--- config.mk ---
export PLATFORM = sky130hd
export DESIGN_NAME = run_pattern_tx
export DESIGN_NICKNAME = d
export VERILOG_FILES = /design/src/rtl/run_pattern_pkg.sv /design/src/rtl/run_pattern_tx_tracker.sv /design/src/rtl/run_pattern_tx.sv
export SDC_FILE = /design/constraint.sdc
export NUM_CORES = 1
export LEC_CHECK = 0
export ABC_CLOCK_PERIOD_IN_PS = 3400
export CORE_ASPECT_RATIO = 0.9
export CORE_MARGIN = 3
export CORE_UTILIZATION = 35
export DETAILED_ROUTE_END_ITERATION = 12
export GPL_ROUTABILITY_DRIVEN = 0
export GPL_TIMING_DRIVEN = 0
export PLACE_DENSITY = 0.56
export RECOVER_POWER = 100
export SKIP_CTS_REPAIR_TIMING = 1
export SYNTH_ARGS = -nofsm -noshare
export SYNTH_HDL_FRONTEND = slang
export SYNTH_SLANG_ARGS = --single-unit
--- constraint.sdc ---
create_clock -name clk -period 3.4 [get_ports clk]
set_clock_uncertainty 0.2 [all_clocks]
set_input_delay 0.68 -clock clk [delete_from_list [all_inputs] [get_ports clk]]
set_output_delay 0.68 -clock clk [all_outputs]
set_load 0.02 [all_outputs]
--- src/rtl/run_pattern_pkg.sv ---
// Shared constants for the run-length pattern transmitter and its run tracker.
package run_pattern_pkg;

    localparam int unsigned DETECT_N_DEF = 4;

    // Handshake FSM encodings
    localparam logic [0:0] IDLE = 1'b0;
    localparam logic [0:0] SEND = 1'b1;

    // exp_z bit indices
    localparam int unsigned Z_ZERO_RUN = 0;
    localparam int unsigned Z_ONE_RUN  = 1;

endpackage

--- src/rtl/run_pattern_tx_tracker.sv ---
// Tracks the current run of equal serial bits and predicts the detector's z output.
module run_tracker
    import run_pattern_pkg::*;
#(
    parameter int unsigned DETECT_N = DETECT_N_DEF
) (
    input  logic       clk,
    input  logic       rst,
    input  logic       bit_valid,
    input  logic       in_bit,
    output logic [1:0] exp_z
);

    localparam int unsigned CNT_W = $clog2(DETECT_N + 1);

    logic             prev_bit_q, prev_bit_d;
    logic             hist_valid_q, hist_valid_d;
    logic [CNT_W-1:0] run_cnt_q, run_cnt_d;
    logic [1:0]       exp_z_q, exp_z_d;
    logic             hit;

    // History is frozen whenever no bit is sent
    always_comb begin
        prev_bit_d   = prev_bit_q;
        hist_valid_d = hist_valid_q;
        run_cnt_d    = run_cnt_q;
        exp_z_d      = exp_z_q;
        hit          = 1'b0;
        if (bit_valid) begin
            if (hist_valid_q && (in_bit == prev_bit_q)) begin
                run_cnt_d = (run_cnt_q >= CNT_W'(DETECT_N)) ? CNT_W'(DETECT_N)
                                                            : CNT_W'(run_cnt_q + 1'b1);
            end else begin
                run_cnt_d = CNT_W'(1);
            end
            prev_bit_d   = in_bit;
            hist_valid_d = 1'b1;
            hit          = (run_cnt_d >= CNT_W'(DETECT_N));
            exp_z_d[Z_ZERO_RUN] = hit && !in_bit;
            exp_z_d[Z_ONE_RUN]  = hit && in_bit;
        end
    end

    always_ff @(posedge clk) begin
        if (rst) begin
            prev_bit_q   <= 1'b0;
            hist_valid_q <= 1'b0;
            run_cnt_q    <= '0;
            exp_z_q      <= 2'b00;
        end else begin
            prev_bit_q   <= prev_bit_d;
            hist_valid_q <= hist_valid_d;
            run_cnt_q    <= run_cnt_d;
            exp_z_q      <= exp_z_d;
        end
    end

    assign exp_z = exp_z_q;

endmodule

--- src/rtl/run_pattern_tx.sv ---
// Serializes (bit, length) commands onto w, one bit per clock, with the expected detector output.
module run_pattern_tx
    import run_pattern_pkg::*;
#(
    parameter int unsigned LEN_W    = 4,
    parameter int unsigned DETECT_N = DETECT_N_DEF
) (
    input  logic             clk,
    input  logic             rst,
    input  logic             cmd_valid,
    output logic             cmd_ready,
    input  logic             cmd_bit,
    input  logic [LEN_W-1:0] cmd_len,
    output logic             w,
    output logic             w_valid,
    output logic             last,
    output logic [1:0]       exp_z,
    output logic             busy
);

    logic [0:0]       state_q, state_d;
    logic [LEN_W-1:0] remaining_q, remaining_d;
    logic             w_q, w_d;
    logic             w_valid_q, w_valid_d;
    logic             last_q, last_d;
    logic             busy_q, busy_d;
    logic             accept;

    // Ready in IDLE, or on the final bit so a new command can follow with no bubble
    assign cmd_ready = !rst && ((state_q == IDLE) || last_q);
    assign accept    = cmd_valid && cmd_ready;

    always_comb begin
        state_d     = state_q;
        remaining_d = remaining_q;
        w_d         = w_q;
        case (state_q)
            IDLE: begin
                if (accept && (cmd_len != '0)) begin
                    state_d     = SEND;
                    remaining_d = cmd_len;
                    w_d         = cmd_bit;
                end
            end
            SEND: begin
                if (last_q) begin
                    if (accept && (cmd_len != '0)) begin
                        remaining_d = cmd_len;
                        w_d         = cmd_bit;
                    end else begin
                        state_d     = IDLE;
                        remaining_d = '0;
                    end
                end else begin
                    remaining_d = LEN_W'(remaining_q - 1'b1);
                end
            end
            default: begin
                state_d     = IDLE;
                remaining_d = '0;
            end
        endcase
        w_valid_d = (state_d == SEND);
        busy_d    = (state_d == SEND);
        last_d    = (state_d == SEND) && (remaining_d == LEN_W'(1));
    end

    always_ff @(posedge clk) begin
        if (rst) begin
            state_q     <= IDLE;
            remaining_q <= '0;
            w_q         <= 1'b0;
            w_valid_q   <= 1'b0;
            last_q      <= 1'b0;
            busy_q      <= 1'b0;
        end else begin
            state_q     <= state_d;
            remaining_q <= remaining_d;
            w_q         <= w_d;
            w_valid_q   <= w_valid_d;
            last_q      <= last_d;
            busy_q      <= busy_d;
        end
    end

    // Fed with next-cycle values so exp_z lines up with the w it describes
    run_tracker #(
        .DETECT_N (DETECT_N)
    ) u_tracker (
        .clk       (clk),
        .rst       (rst),
        .bit_valid (w_valid_d),
        .in_bit    (w_d),
        .exp_z     (exp_z)
    );

    assign w       = w_q;
    assign w_valid = w_valid_q;
    assign last    = last_q;
    assign busy    = busy_q;

endmodule
==> flow_metrics.env, run 1 <==
export IMPL_avgSynthCellArea_um2=8.77
export IMPL_synth_edf_count=0
export IMPL_synth_seq_area_share_pct=34.0
export IMPL_synthArstFlopShare_pct=0
export IMPL_rsz0062_at_grt="no"
export IMPL_r2r_end="u_tracker.exp_z[0]"
export IMPL_post_route_period_util_pct=93.0
export IMPL_rows=16
export IMPL_grt_pass1_vias=775
export IMPL_start_util_pct=37.4
export IMPL_ys_flop_type="dfxtp_1"
export IMPL_synth_seq_cells=14
export IMPL_crit_type="in2out"
export IMPL_dieArea_um2=2970
export IMPL_via_per_inst=5.58
export IMPL_status="finished clean"
export IMPL_cts_tree="yes"
export IMPL_drtAntennaViolNets=0
export IMPL_tightestPinTransition_ps=1050
export IMPL_yosys_area_top_type_share_pct=34.0
export IMPL_die_w_um=57.2
export IMPL_grt_pass1_wl_um=3510
export IMPL_hold_end="u_tracker.exp_z[1]"
export IMPL_fmax_ghz=0.316
export IMPL_ys_types=41
export IMPL_tns_ps=0
export IMPL_hold_start="u_tracker.exp_z[1]"
export IMPL_vias=770
export IMPL_place_inst=135
export IMPL_setup_viol=0
export IMPL_crit_reg2reg_launch="busy"
export IMPL_port_buffers=14
export IMPL_powerDensity_nw_per_um2=368
export IMPL_syn_inst=94
export IMPL_maxSlewHeadroom_pct=29.0
export IMPL_grt_usage_pct=15.6
export IMPL_clkSinkCount=14
export IMPL_yosys_area_top_type="dfxtp_1"
export IMPL_reg2reg_slack_ps=1470
export IMPL_wirelength_um=2000
export IMPL_synth_area_um2=825
export IMPL_drive_above_1_share_pct=9.01
export IMPL_drc=0
export IMPL_cts_buffers=3
export IMPL_cts_buffer_depth=2
export IMPL_reg2reg_depth=5
export IMPL_grt_overflow=0
export IMPL_cts_htree_levels=1
export IMPL_required_ps=2520
export IMPL_ys_warn_count=0
export IMPL_finalMaxSlewViolations=0
export IMPL_maxCapViolations=0
export IMPL_ir_drop_mv=0.234
export IMPL_synth_net_count=105
export IMPL_clkTransAtPathRegs_ps=80
export IMPL_grt_max_degree=12
export IMPL_crit_path_end_kind="output pin"
export IMPL_antenna_found_initial=0
export IMPL_synthTopCellsByCount="14 x dfxtp_1, 7 x inv_1, 7 x nand2_1"
export IMPL_power_w=0.000366
export IMPL_cp_arrival_ps=2280
export IMPL_drt_iter0_markers=14
export IMPL_min_delay_path_depth=2
export IMPL_clk_root_buffer_cell="clkbuf_4"
export IMPL_clk_latency_ps=280
export IMPL_path_max_fanout=10
export IMPL_wl_per_cell_um=14.5
export IMPL_layout_nets=124
export IMPL_stdcell_count=138
export IMPL_first_pass_iters=4
export IMPL_num_antenna_cells=0
export IMPL_yosys_cell_count_top_type="dfxtp_1"
export IMPL_min_path_type="reg2reg"
export IMPL_coreArea_um2=2200
export IMPL_leakagePower_nw=0.371
export IMPL_ioPinCount=15
export IMPL_die_y_um=52.0
export IMPL_hold_viol_final=0
export IMPL_worst_setup_path_start_kind="input port"
export IMPL_period_needed_ps=3160
export IMPL_area_growth_pct=20.6
export IMPL_synthTopCellsByArea="dfxtp_1 34%, ha_1 4.6%, a21oi_1 3.6%, inv_1 3.2%, nand2_1 3.2%"
export IMPL_hpwl_um=1430
-- report_power, final --
part	switching, W	internal [W]	total (W)	leakage (nW)
logic	0.0000468	0.0000395	0.0000863	0.242
clock network	0.0000536	0.0000412	0.0000948	0.0138
registers	0.0000111	0.000174	0.000185	0.115
total	0.000111	0.000255	0.000366	0.371
-- flip-flops by register name (all words and copies together) (netlist names) --
register                flops
busy                        1
last                        1
remaining_q                 4
u_tracker.exp_z             2
u_tracker.hist_valid_q      1
u_tracker.prev_bit_q        1
u_tracker.run_cnt_q         3
w                           1
-- cells by family (layout without fill, tap and decap cells) --
family,after synthesis,after routing,synth area share [%]
adder cells (fa/ha/maj),3,3,4.55
multiplexers,1,1,1.21
buffers and inverters,10,27,5.16
AND/OR/NAND/NOR,36,36,26.6
flip-flops,14,14,34.0
XOR/XNOR,1,1,1.06
AO/OA/AOI/OAI,29,29,27.5
-- layout make-up --
| cell class | count | area, um2 |
|---|---|---|
| Fill cell | 235 | 1210 |
| Clock buffer | 3 | 22.5 |
| Multi-Input combinational cell | 70 | 475 |
| Sequential cell | 14 | 280 |
| Buffer | 3 | 16.3 |
| Inverter | 7 | 26.3 |
| Tap cell | 27 | 33.8 |
| Timing Repair Buffer | 14 | 140 |
-- layout by cell type, fill, tap and decap left out, types with 2 or more instances in the layout --
master,instances
dfxtp_1,14
dlygate4sd3_1,8
inv_1,7
nand2_1,7
nor2_1,6
a21oi_1,6
clkdlybuf4s50_1,6
nor2b_1,4
o21ai_0,4
nand3_1,4
ha_1,3
clkbuf_4,3
nand3b_1,2
nand2b_1,2
a22oi_1,2
nor3_1,2
a22o_1,2
nand4_1,2
o41ai_1,2
o32ai_1,2
-- per-stage QoR --
stage          cell area [um2]  setup slack [ps]  util, %  hold WS (ps)
6_report                   995               239     45.2           283
2_1_floorplan              825              1300        -           266
4_1_cts                   1020               219     46.4           293
3_5_place_dp               998               232     45.3           273
5_1_grt                    995               124     45.2           296
3_3_place_gp               998               226     45.3           271
-- worst max path at each step --
stage,to,depth (start not counted),startpoint,slack (ps)
3_5_place_dp,cmd_ready,4,rst,230
5_1_grt,cmd_ready,4,rst,120
2_1_floorplan,u_tracker.exp_z[0],4,cmd_len[0],1300
6_report,cmd_ready,4,rst,240
4_1_cts,cmd_ready,4,rst,220
3_3_place_gp,cmd_ready,4,rst,230
-- worst max-delay path, cell delays in order --
cell and delay, ps:
clkdlybuf4s50_1 530, clkbuf_1 420, nor2_1 100, clkdlybuf4s50_1 550
-- per-layer routing --
layer,vias up,track usage (%),routed length [um]
li1,391,-,-
met1,348,20.4,1030
met2,26,23.2,810
met3,5,3.47,111
met4,0,9.65,49
met5,-,0,0
Power figures use the tool's default switching activity.
==> inputs of run 2 (changes only) <==
--- a/config.mk
+++ b/config.mk
@@ -5,6 +5,7 @@
 export SDC_FILE = /design/constraint.sdc
 export NUM_CORES = 1
 export LEC_CHECK = 0
+export ABC_AREA = 0
 export ABC_CLOCK_PERIOD_IN_PS = 3400
 export CORE_ASPECT_RATIO = 0.9
 export CORE_MARGIN = 3
==> results of run 2 <==
Same layout as run 1: the final DEF is identical, and so are final timing and power.
